`config.mk`:
```
export PLATFORM = sky130hd
export DESIGN_NAME = ps2_rx_event_fifo
export DESIGN_NICKNAME = d
export VERILOG_FILES = /design/src/rtl/ps2_rx_event_fifo.sv
export SDC_FILE = /design/constraint.sdc
export NUM_CORES = 1
export LEC_CHECK = 0
export ABC_AREA = 1
export CORE_ASPECT_RATIO = 0.9
export CORE_UTILIZATION = 43
export CTS_CLUSTER_DIAMETER = 60
export CTS_CLUSTER_SIZE = 16
export DETAILED_ROUTE_END_ITERATION = 12
export PLACE_DENSITY = 0.73
export SETUP_SLACK_MARGIN = 0.05
export SLEW_MARGIN = 40
export SYNTH_ARGS = -nofsm -noshare
export SYNTH_HDL_FRONTEND = slang
export SYNTH_SLANG_ARGS = --single-unit
```
`constraint.sdc`:
```
create_clock -name CLOCK_50 -period 2.2 [get_ports CLOCK_50]
set_clock_uncertainty 0.1 [all_clocks]
set_input_delay 0.33 -clock CLOCK_50 [delete_from_list [all_inputs] [get_ports CLOCK_50]]
set_output_delay 0.33 -clock CLOCK_50 [all_outputs]
set_load 0.03 [all_outputs]
```
`src/rtl/ps2_rx_event_fifo.sv`:
```
// ps2_rx_event_fifo
//
// PS/2 keyboard receiver. It synchronises the raw PS/2 pins, frames 11-bit
// words (start, 8 data bits LSB first, odd parity, stop) and checks them.
// E0/F0 prefix bytes become ext/break flags on the scan code that follows.
// Each complete key event is queued in a show-ahead FIFO with a valid/ready
// interface.
//
// State  | meaning
// -------+---------------------------------------------------------------
// IDLE   | waiting for a PS2_CLK fall with data low (start bit)
// RECV   | shifting in bits 1..10; a gap of TIMEOUT_CYC cycles aborts
// CHECK  | one cycle: validate the frame, fold prefixes or push an event
//
// Ports:
//   CLOCK_50    in   system clock, rising edge
//   resetn      in   asynchronous active-low reset
//   PS2_CLK     in   raw PS/2 clock pin
//   PS2_DAT     in   raw PS/2 data pin
//   evt_ready   in   consumer accepts the head event
//   evt_valid   out  FIFO non-empty
//   evt_code    out  head scan code (0 when empty)
//   evt_ext     out  head event had an E0 prefix (0 when empty)
//   evt_break   out  head event had an F0 prefix (0 when empty)
//   frame_err   out  one-cycle pulse on a bad frame or receive timeout
//   overflow    out  one-cycle pulse when an event is dropped on a full FIFO
//   fifo_count  out  number of queued events

module ps2_rx_event_fifo #(
    parameter int CLK_HZ      = 50000000,
    parameter int TIMEOUT_US  = 2000,
    parameter int FIFO_DEPTH  = 4,
    parameter int SYNC_STAGES = 2
) (
    input  logic                          CLOCK_50,
    input  logic                          resetn,
    input  logic                          PS2_CLK,
    input  logic                          PS2_DAT,
    input  logic                          evt_ready,
    output logic                          evt_valid,
    output logic [7:0]                    evt_code,
    output logic                          evt_ext,
    output logic                          evt_break,
    output logic                          frame_err,
    output logic                          overflow,
    output logic [$clog2(FIFO_DEPTH):0]   fifo_count
);

    localparam int TIMEOUT_CYC = (CLK_HZ / 1000000) * TIMEOUT_US;
    localparam int TCNT_W      = $clog2(TIMEOUT_CYC + 1);
    localparam int PTR_W       = $clog2(FIFO_DEPTH);
    // The abort fires in the cycle the counter would step onto TIMEOUT_CYC,
    // i.e. TIMEOUT_CYC cycles after the cycle in which the last fall was seen.
    localparam logic [TCNT_W-1:0] TCNT_LAST = TCNT_W'(TIMEOUT_CYC - 1);
    localparam logic [PTR_W:0]    CNT_FULL  = (PTR_W + 1)'(FIFO_DEPTH);

    typedef enum logic [1:0] {
        IDLE  = 2'd0,
        RECV  = 2'd1,
        CHECK = 2'd2
    } state_t;

    // ------------------------------------------------------------------
    // Pin synchronisers; reset to 1 (bus idle) so release sees no edge.
    // ------------------------------------------------------------------
    logic [SYNC_STAGES-1:0] clk_sync;
    logic [SYNC_STAGES-1:0] dat_sync;
    logic                   clk_prev;
    logic                   clk_s;
    logic                   dat_s;
    logic                   fall;

    always_ff @(posedge CLOCK_50 or negedge resetn) begin
        if (!resetn) begin
            clk_sync <= '1;
            dat_sync <= '1;
            clk_prev <= 1'b1;
        end else begin
            clk_sync <= {clk_sync[SYNC_STAGES-2:0], PS2_CLK};
            dat_sync <= {dat_sync[SYNC_STAGES-2:0], PS2_DAT};
            clk_prev <= clk_sync[SYNC_STAGES-1];
        end
    end

    assign clk_s = clk_sync[SYNC_STAGES-1];
    assign dat_s = dat_sync[SYNC_STAGES-1];
    assign fall  = clk_prev & ~clk_s;

    // ------------------------------------------------------------------
    // Frame FSM
    // ------------------------------------------------------------------
    state_t              state, state_nxt;
    logic [3:0]          bitcnt, bitcnt_nxt;
    logic [10:0]         shreg, shreg_nxt;
    logic [TCNT_W-1:0]   tcnt, tcnt_nxt;
    logic                ext_pend, ext_nxt;
    logic                brk_pend, brk_nxt;
    logic                push_req;
    logic [7:0]          rx_data;
    logic                frame_ok;

    // Bits arrive LSB first into the MSB end, so after 11 shifts
    // shreg[0] is start, [8:1] data, [9] parity, [10] stop.
    assign rx_data  = shreg[8:1];
    assign frame_ok = ~shreg[0] & shreg[10] & (^shreg[9:1]);

    always_ff @(posedge CLOCK_50 or negedge resetn) begin
        if (!resetn) begin
            state    <= IDLE;
            bitcnt   <= '0;
            shreg    <= '0;
            tcnt     <= '0;
            ext_pend <= 1'b0;
            brk_pend <= 1'b0;
        end else begin
            state    <= state_nxt;
            bitcnt   <= bitcnt_nxt;
            shreg    <= shreg_nxt;
            tcnt     <= tcnt_nxt;
            ext_pend <= ext_nxt;
            brk_pend <= brk_nxt;
        end
    end

    always_comb begin
        state_nxt  = state;
        bitcnt_nxt = bitcnt;
        shreg_nxt  = shreg;
        tcnt_nxt   = tcnt;
        ext_nxt    = ext_pend;
        brk_nxt    = brk_pend;
        push_req   = 1'b0;
        frame_err  = 1'b0;

        case (state)
            IDLE: begin
                tcnt_nxt = '0;
                if (fall && !dat_s) begin
                    shreg_nxt  = {dat_s, shreg[10:1]};
                    bitcnt_nxt = 4'd1;
                    state_nxt  = RECV;
                end
            end

            RECV: begin
                if (fall) begin
                    shreg_nxt  = {dat_s, shreg[10:1]};
                    bitcnt_nxt = bitcnt + 4'd1;
                    tcnt_nxt   = '0;
                    if (bitcnt == 4'd10) begin
                        state_nxt = CHECK;
                    end
                end else if (tcnt == TCNT_LAST) begin
                    frame_err  = 1'b1;
                    ext_nxt    = 1'b0;
                    brk_nxt    = 1'b0;
                    bitcnt_nxt = '0;
                    tcnt_nxt   = '0;
                    state_nxt  = IDLE;
                end else begin
                    tcnt_nxt = tcnt + TCNT_W'(1);
                end
            end

            CHECK: begin
                state_nxt  = IDLE;
                bitcnt_nxt = '0;
                if (!frame_ok) begin
                    frame_err = 1'b1;
                    ext_nxt   = 1'b0;
                    brk_nxt   = 1'b0;
                end else if (rx_data == 8'hE0) begin
                    ext_nxt = 1'b1;
                end else if (rx_data == 8'hF0) begin
                    brk_nxt = 1'b1;
                end else begin
                    push_req = 1'b1;
                    ext_nxt  = 1'b0;
                    brk_nxt  = 1'b0;
                end
            end

            default: begin
                state_nxt = IDLE;
            end
        endcase
    end

    // ------------------------------------------------------------------
    // Event FIFO: entry = {ext, break, code}
    // ------------------------------------------------------------------
    logic [9:0]       mem [FIFO_DEPTH];
    logic [PTR_W-1:0] wr_ptr;
    logic [PTR_W-1:0] rd_ptr;
    logic [PTR_W:0]   count;
    logic             full;
    logic             pop;
    logic             do_push;
    logic [9:0]       head;

    assign full      = (count == CNT_FULL);
    assign evt_valid = (count != '0);
    assign pop       = evt_valid & evt_ready;
    // A pop in the same cycle frees the slot, so a push on a full FIFO
    // still lands when the consumer is draining.
    assign do_push   = push_req & (~full | pop);
    assign overflow  = push_req & full & ~pop;

    always_ff @(posedge CLOCK_50) begin
        if (do_push) begin
            mem[wr_ptr] <= {ext_pend, brk_pend, rx_data};
        end
    end

    always_ff @(posedge CLOCK_50 or negedge resetn) begin
        if (!resetn) begin
            wr_ptr <= '0;
            rd_ptr <= '0;
            count  <= '0;
        end else begin
            if (do_push) begin
                wr_ptr <= wr_ptr + PTR_W'(1);
            end
            if (pop) begin
                rd_ptr <= rd_ptr + PTR_W'(1);
            end
            case ({do_push, pop})
                2'b10:   count <= count + (PTR_W + 1)'(1);
                2'b01:   count <= count - (PTR_W + 1)'(1);
                default: count <= count;
            endcase
        end
    end

    assign head       = mem[rd_ptr];
    assign evt_code   = evt_valid ? head[7:0] : 8'h00;
    assign evt_break  = evt_valid ? head[8]   : 1'b0;
    assign evt_ext    = evt_valid ? head[9]   : 1'b0;
    assign fifo_count = count;

endmodule

```
=== Word-level counts from Yosys, hierarchy flattened ===
Memories as Yosys holds them, arrays and structs flattened.
Index checks and enable logic that the tools add are counted.

* Output and inout bits: 16
* Register bits after elaboration: 48
* Bits in writable memories: 40
* Memories: 1
* Bits of input ports: 5

* Mux-type cells: 39
* Bitwise logic cells: 12
* Reduce and logical (&&, ||, !) cells: 14
* Equality and inequality tests: 17
* $add $sub $neg: 6

{| class="wikitable"
|+ Memories
! memory !! words !! width !! read ports !! clocked after memory_dff !! wr ports !! line !! RTL
|-
| mem || 4 || 10 || 1 || 0 || 1 || 192 || <nowiki>logic [9:0] mem [FIFO_DEPTH];</nowiki>
|}

{| class="wikitable"
|+ Operators with widths
! kind !! count
|-
| $mux 17 || 2
|-
| $pmux 17 s2 || 1
|-
| $mux 11 || 2
|-
| $pmux 11 s2 || 1
|-
| $mux 1 || 19
|-
| $add 17x1->17 const B || 1
|-
| $eq 17x17->1 const B || 1
|-
| $eq 8x8->1 const B || 2
|-
| $mux 4 || 3
|-
| $pmux 4 s3 || 1
|-
| $ne 3x3->1 const B || 3
|-
| $reduce_and 3->1 || 3
|-
| $reduce_xor 9->1 || 1
|-
| $mux 2 || 4
|-
| $mux 8 || 1
|-
| $ne 2x2->1 const B || 4
|-
| $reduce_and 4->1 || 2
|-
| $and 1x1->1 || 7
|-
| $pmux 1 s2 || 3
|-
| $pmux 3 s2 || 1
|-
| $reduce_bool 2->1 || 3
|-
| $reduce_bool 3->1 || 2
|-
| $add 2x1->2 const B || 2
|-
| $add 4x1->4 const B || 1
|-
| other kinds (13) || 18
|}

=== Longest topological paths before layout ===
Gate-level depths: netlist of run 1.

* Depth after elaboration: 8
* Mapped depth: 17

=== Worst setup path before layout of run 1 ===
Ideal clock, no wire load.

* Path kind: reg2reg
* Start point: register shreg[1]
* End point: memory mem[0][0], enable pin
* Stages on the path, launching flop included: 12
* Buffers on the path: 0
* Path slack: -159 ps
* Data arrival time: 1,883 ps
* Library setup time: 376 ps
* Cells stage by stage: dfrtp_1 > inv_1 > ha_1 > inv_1 > nand2_1 > nand3_1 > nand3_1 > nand2_1 > nand3_2 > nor2_4 > inv_1 > nor2_1

* Cells in the longest elaborated chain, start to end: 8
* Elaborated cells on any way between the ends: 11

{| class="wikitable"
|+ RTL lines
! item !! line !! RTL
|-
| start, declared || 94 || <nowiki>logic [10:0] shreg, shreg_nxt;</nowiki>
|-
| start signal, assigned || 118 || <nowiki>shreg <= shreg_nxt;</nowiki>
|-
| $eq 8x8->1 || 174 || <nowiki>end else if (rx_data == 8'hF0) begin</nowiki>
|-
| $mux 1 || 174 ||
|-
| $mux 1 || 172 || <nowiki>end else if (rx_data == 8'hE0) begin</nowiki>
|-
| $mux 1 (*) || 168 || <nowiki>if (!frame_ok) begin</nowiki>
|-
| $mux 1 (*) || 135 || <nowiki>case (state)</nowiki>
|-
| $and 1x1->1 (*) || 206 || <nowiki>assign do_push = push_req & (~full | pop);</nowiki>
|-
| $mux 1 (*) || 210 || <nowiki>if (do_push) begin</nowiki>
|-
| $mux 1 (not written as such) (*) || 211 || <nowiki>mem[wr_ptr] <= {ext_pend, brk_pend, rx_data};</nowiki>
|-
| end, declared || 192 ||
|}

Every way passes the cells marked *; elsewhere a longest branch is shown, timed or not.

=== Worst setup path after layout of run 1 ===
* Start point: register shreg[4]
* End point: output overflow

* Cells in the longest elaborated chain, start to end: 7
* Elaborated cells on any way between the ends: 10

{| class="wikitable"
|+ RTL lines
! item !! line !! RTL
|-
| $eq 8x8->1 || 174 ||
|-
| $mux 1 || 174 ||
|-
| $mux 1 || 172 ||
|-
| $mux 1 (*) || 168 ||
|-
| $mux 1 (*) || 135 ||
|-
| $and 1x1->1 (*) (2 in series) || 207 || <nowiki>assign overflow = push_req & full & ~pop;</nowiki>
|-
| end, declared || 45 || <nowiki>output logic overflow,</nowiki>
|}

Marked as above.

==> results of run 1 <==
## power breakdown
group          leakage, nW  internal (mW)  switching (mW)  total [mW]
clock                0.112          0.650           0.572        1.22
combinational         1.11           1.34            2.14        3.49
sequential           0.953           2.06           0.206        2.27
## per-layer routing
layer | vias up | part of all wire (%) | GRT usage, %
li1 | 1546 | - | -
met1 | 1441 | 46 | 22.7
met2 | 63 | 50 | 30.6
met3 | 9 | 3.1 | 3.55
met4 | 0 | 0.76 | 5.67
met5 | - | 0 | 0
## registers in the layout (all words and copies together), names as in the netlist
signal      flops
mem            40
tcnt           17
shreg          11
bitcnt          4
fifo_count      3
clk_sync        2
dat_sync        2
rd_ptr          2
state           2
wr_ptr          2
brk_pend        1
clk_prev        1
ext_pend        1
## cells in the final DEF (no fill, tap or decap), drive strengths merged
master and n:
nor2 85, and3 1, clkinv 3, edfxtp 40
clkdlybuf4s50 7, ha 16, or2 1, buf 44
nand3 22, clkbuf 11, o31ai 1, fa 1
o21ai 44, xor2 7, nor3b 1, nor3 5
nand4 5, nand2 60, a31o 1, dfstp 5
or3b 1, a211oi 1, o211a 1, bufinv 2
a31oi 1, dlygate4sd2 1, a21oi 24, inv 60
nor4 1, dfrtp 43, xnor2 2, a22o 1
nand3b 1, dlygate4sd3 1
## path summary, 6_finish.rpt
path	from	end	slack, ns	depth (start not counted)
setup reg to reg	shreg[4]$_DFFE_PN0P_	mem[0][8]$_DFFE_PP_	-0.09	14
hold reg to reg	clk_sync[0]$_DFF_PN1_	clk_sync[1]$_DFF_PN1_	0.26	0
hold / removal	clk_sync[0]$_DFF_PN1_	clk_sync[1]$_DFF_PN1_	0.26	0
setup / recovery	shreg[4]$_DFFE_PN0P_	overflow	-0.16	12
max in group asynchronous	resetn	rd_ptr[0]$_DFFE_PN0P_	1.04	3
min in group asynchronous	resetn	tcnt[5]$_DFFE_PN0P_	0.41	2
## kinds of logic after synthesis
kind of cell	Yosys count
flip-flops	88
AO/OA/AOI/OAI	74
buffers and inverters	68
AND/OR/NAND/NOR	183
adder cells (fa/ha/maj)	17
XOR/XNOR	9
## timing repair
action                                  4_1_cts  5_1_grt
endpoints found under the hold margin        19        0
cloned                                        1        0
pin swaps                                     8        3
hold buffers                                  1        0
endpoints found under the setup margin       45       52
setup buffers                                 4        1
gates resized for setup                      29        9
## stage by stage
stage | util [%] | setup slack [ns]
floorplan | - | -0.0252
global route | 55.9 | -0.257
detailed placement | 51.3 | -0.0561
CTS | 55.6 | -0.132
global placement | 51.3 | 0.0160
finish | 55.9 | -0.161
## cell type report
class	instances	area share (%)
Clock buffer	10	2.47
Clock inverter	6	1.81
Inverter	59	4.33
Multi-Input combinational cell	283	31.7
Sequential cell	88	46.6
Tap cell	122	2.95
Timing Repair Buffer	54	10.1
==> out/qor.tcl, run 1 <==
set qor(dp.final_hpwl_um) 5690
set qor(synthToLayoutAreaGrowth_pct) 23.9
set qor(max_slew.worst_pin.slew_ns) 0.579
set qor(multi_input_area_sq_um) 1640
set qor(rsz_0062_raised_after_global_routing) {yes}
set qor(critPathTopFamily) {simple AND/OR/NAND/NOR gates}
set qor(cp_data_arrival_time_ns) 1.93
set qor(synthTopCellsByCount) {nor2_1 (81), nand2_1 (58), inv_1 (57), dfrtp_1 (43), edfxtp_1 (40)}
set qor(slowest_stage) {dfrtp_1}
set qor(simple_gate_fraction_of_synth_area_pct) 19.6
set qor(gr-total-overflow) 0
set qor(final_min_period_over_clock_period_pct) 107
set qor(timing.final.setup_violations) 38
set qor(critPathRequiredTime_ns) 1.77
set qor(cts_buffers) 9
set qor(maximum_root_to_sink_buffer_count) 2
set qor(design.die.area_sq_um) 10100
set qor(synth.top_cells.by_area) {edfxtp_1 (29%), dfrtp_1 (26%), nor2_1 (7.3%)}
set qor(finalMaxSlewViolations) 0
set qor(cpPeakStageDelay_ns) 0.38
set qor(totalWireLength_um) 8300
set qor(post_layout_nonfiller_instances) 622
set qor(floorplan.initialDensity_pct) 45.1
set qor(finalSetupTns_ns) -1.36
set qor(cp_num_buf_inv) 4
set qor(gp_congestion) 0.811
set qor(route.detailed.vias_per_inst) 4.92
set qor(post-route-worst-setup-slack_ns) -0.161
set qor(die_y_um) 95.5
set qor(combinational_family_with_the_most_area_after_synthesis) {simple AND/OR/NAND/NOR gates}
set qor(cts_htree_levels) 3
set qor(grt_start_max_net_pins) 26
set qor(synth-compound-area-share_pct) 9.41
set qor(dp.cells) 599
set qor(syn-mean-instance-area_sq_um) 9.51
set qor(drc) 0
set qor(synth.distinct_cells) 38
set qor(synth_mux_area_share_pct) 0
set qor(cts.reportedPaths.clkPinSlew_ns) 0.08
set qor(path_class) {reg2out}
set qor(clk_latency_ns) 0.35
set qor(netlist.top_cell.by_area) {edfxtp_1}
set qor(tritoncts) {done}
set qor(maxCapViolCount) 0
set qor(finalInstanceArea_sq_um) 5170
set qor(post_layout_minimum_cycle_time_ns) 2.36
set qor(cts_sink_cnt) 88
set qor(synth_nets) 461
set qor(vdd_drop_max_v) 0.000728
set qor(status) {finished with violations}
set qor(register_area_sq_um) 2410
set qor(ant_nets) 0
set qor(final_nets) 517
set qor(antenna_cells) 0
set qor(syn-instance-count) 439
set qor(power_density_nw_per_um2) 1350
set qor(timing.slew.headroom_pct) 61.4
set qor(core.rowCount) 33
set qor(grt_pass1_wl_um) 13900
set qor(max_fanout_on_critical_path) 3
set qor(critPathLaunchType) {flip-flop}
set qor(synth-seq-cells) 88
set qor(drt-initial-drc-count) 139
set qor(async_reset_ff_share_pct) 54.5
set qor(max_freq_mhz) 424
set qor(synth_largest_type_area_fraction_pct) 28.8
set qor(top_level_ports) 21
set qor(first_global_vias) 2962
set qor(vias) 3059
set qor(failed_checks) {negative setup slack}
set qor(synthXorXnorAreaFrac_pct) 1.89
set qor(leakage_nw) 2.18
set qor(post_synth_edffs) 40
set qor(drt-pass1-iter-count) 4
set qor(synth-seq-area-share_pct) 57.7
set qor(n_fill_cell) 792
set qor(hold_path_class) {reg2reg}
set qor(cp_common_cell) {nand2_1}
set qor(post_dp_cell_area_sq_um) 4750
set qor(synth_flop_cell) {dfrtp_1}
set qor(place.port_buffers) 20
set qor(syn_area_sq_um) 4180
set qor(drt-wirelength-per-cell_um) 13.3
set qor(floorplan_die_width_um) 106
set qor(final.hold.worst_slack_ns) 0.264
set qor(report.final.hold_viol_count) 0
set qor(post-layout-total-power_mw) 6.98
set qor(cts.root.buffer_cell) {clkbuf_8}
set qor(synth-warning-count) 0
set qor(synth_fa_ha_area_share_pct) 5.27
set qor(chain_of_cells_forming_the_critical_path) {inv_2, ha_4, inv_2, nand2_1, nand3_2, nand2_1, nand2_1, nand2_2, nand3_4, buf_6, nor2_4, buf_6}
set qor(initial_antenna_violation_count) 0
set qor(cp-end-kind) {output port}
set qor(grt_overall_usage_pct) 17.8
set qor(drive_above_1_share_pct) 23.0
set qor(floorplan.core_area_sq_um) 9250
set qor(post-synth-top-count-cell) {nor2_1}
Note: power is estimated with default switching activity, not from simulation.
==> run 2: changes to the inputs <==
CAP_MARGIN = 20   (was unset)
GPL_TIMING_DRIVEN = 1   (was unset)
==> results of run 2 <==
Final layout, timing and power as in run 1 (identical DEF).
==> run 3: changes to the inputs <==
PLACE_DENSITY = 0.7   (was 0.73)
clock period = 2.8 ns   (was 2.2 ns; I/O delays follow)
==> out/qor.tcl, run 3 (synthesis gave the netlist of run 1 again) <==
set qor(power_density_nw_per_um2) 1050
set qor(swShare_pct) 42.0
set qor(maxCapViolCount) 0
set qor(place.port_buffers) 20
set qor(rsz_0062_raised_after_global_routing) {no}
set qor(cp-end-kind) {output port}
set qor(power.sequential.fraction_pct) 34.4
set qor(first_global_vias) 2891
set qor(layout.cells.most_common_list) {nor2_1 (81), nand2_1 (58), inv_1 (57), dfrtp_1 (43), edfxtp_1 (40)}
set qor(dp.final_hpwl_um) 5350
set qor(pwr-share-comb_pct) 47.7
set qor(cts_buffers) 9
set qor(timing.final.setup_violations) 0
set qor(power.clock.fraction_pct) 17.8
set qor(grt_pass1_wl_um) 13400
set qor(final_min_period_over_clock_period_pct) 92.7
set qor(layout_commonest_cell) {nor2_1}
set qor(post-route-worst-setup-slack_ns) 0.205
set qor(max_slew.worst_pin.slew_ns) 0.664
set qor(top_level_ports) 21
set qor(leakage_nw) 2.07
set qor(gr-total-overflow) 0
set qor(die_y_um) 95.5
set qor(core.rowCount) 33
set qor(vdd_drop_max_v) 0.000571
set qor(design.die.area_sq_um) 10100
set qor(ant_nets) 0
set qor(drc) 0
set qor(cts.reportedPaths.clkPinSlew_ns) 0.09
set qor(largest_register) {mem}
set qor(cts.root.buffer_cell) {clkbuf_8}
set qor(initial_antenna_violation_count) 0
set qor(intPower_mw) 2.96
set qor(report.final.hold_viol_count) 0
set qor(hold_path_class) {reg2reg}
set qor(tritoncts) {done}
set qor(totalWireLength_um) 7740
set qor(clk_latency_ns) 0.35
set qor(route.detailed.vias_per_inst) 4.92
set qor(final_nets) 502
set qor(max_fanout_on_critical_path) 15
set qor(vias) 2988
set qor(maximum_root_to_sink_buffer_count) 2
set qor(critPathLaunchType) {flip-flop}
set qor(antenna_cells) 0
set qor(gp_congestion) 0.782
set qor(path_class) {reg2out}
set qor(drt-wirelength-per-cell_um) 12.7
set qor(floorplan_die_width_um) 106
set qor(critPathRequiredTime_ns) 2.28
set qor(largest_register_ff_count) 40
set qor(fin_util_pct) 52.5
set qor(cp_data_arrival_time_ns) 2.07
set qor(cts_sink_cnt) 88
set qor(status) {completed}
set qor(drt-pass1-iter-count) 4
set qor(reg.largest.list) {mem x40, tcnt x17, shreg x11}
set qor(grt_overall_usage_pct) 17.2
set qor(net-switching-power_mw) 2.14
set qor(timing.slew.headroom_pct) 55.6
set qor(drt-initial-drc-count) 168
set qor(dp_worst_setup_slack_ns) 0.0942
set qor(finalMaxSlewViolations) 0
set qor(max_freq_mhz) 385
set qor(drive_above_1_share_pct) 12.4
set qor(floorplan.core_area_sq_um) 9250
set qor(grt_start_max_net_pins) 45
set qor(floorplan.initialDensity_pct) 45.1
set qor(post_layout_minimum_cycle_time_ns) 2.59
set qor(cts_htree_levels) 3
set qor(synthToLayoutAreaGrowth_pct) 16.3
set qor(finalSetupTns_ns) 0
==> run 3: changes by cell type in the layout (fill, tap and decap cells not counted), moves of 6 or more <==
cell,change
buf_4,-14
clkdlybuf4s50_1,+9
inv_1,+8
inv_2,-7
nor2_1,+7
nand2_1,+6
nand2_2,-6
==> run 3: critical path: stages, from the launching register on <==
cell and delay (ns):
dfrtp_1 0.41, inv_1 0.19, buf_12 0.17, o21ai_0 0.08
a21oi_1 0.17, clkdlybuf4s50_1 0.69
==> run 3: layout make-up <==
class	count	area [sq um]
inverters	59	221
clock buffers	10	138
multi-input cells	283	1510
flip-flops and latches	88	2410
fillers	834	4390
repair buffers	39	350
clock inverters	6	72.6
well taps	122	153
==> run 3: path summary, 6_finish.rpt <==
check | start | end | slack, ns | cells after the start
worst max-delay path | rd_ptr[0]$_DFFE_PN0P_ | evt_code[7] | 0.21 | 5
worst min-delay path | dat_sync[0]$_DFF_PN1_ | dat_sync[1]$_DFF_PN1_ | 0.26 | 0
worst max register to register | shreg[1]$_DFFE_PN0P_ | fifo_count[2]$_DFFE_PN0P_ | 0.41 | 17
worst min register to register | dat_sync[0]$_DFF_PN1_ | dat_sync[1]$_DFF_PN1_ | 0.26 | 0
max in group asynchronous | resetn | clk_sync[1]$_DFF_PN1_ | 1.53 | 3
min in group asynchronous | resetn | tcnt[5]$_DFFE_PN0P_ | 0.49 | 2
==> run 3: routing by layer <==
metal  track usage, %  up-vias  wire length (um)
li1                 -     1523                 -
met1             22.2     1402              3780
met2             28.5       52              3610
met3             4.44       11               273
met4             5.67        0                80
met5                0        -                 0
==> run 3: timing repair <==
item | CTS | global route
resized for setup | 4 | 7
endpoints found under the setup margin | 2 | 3
endpoints found under the hold margin | 43 | 0
buffers inserted | 0 | 0
hold buffers | 1 | 0
==> run 3: per-stage QoR <==
stage / cells / instance area, sq um / hold WS [ns] / total power [mW]
floorplan: 439 / 4180 / 0.0244 / 3.41
global placement: 590 / 4630 / 0.245 / 4.16
detailed placement: 590 / 4640 / 0.248 / 4.23
CTS: 607 / 4860 / 0.261 / 5.16
global route: 607 / 4860 / 0.262 / 5.54
finish: 607 / 4860 / 0.258 / 5.10
==> run 3: power groups by stage <==
stage / Sequential (mW) / Clock [mW] / Combinational (mW)
3_3_place_gp: 1.77 / 0 / 2.39
5_1_grt: 1.78 / 0.993 / 2.77
3_5_place_dp: 1.78 / 0 / 2.45
4_1_cts: 1.76 / 0.945 / 2.46
2_1_floorplan: 1.83 / 0 / 1.58
6_report: 1.76 / 0.909 / 2.44
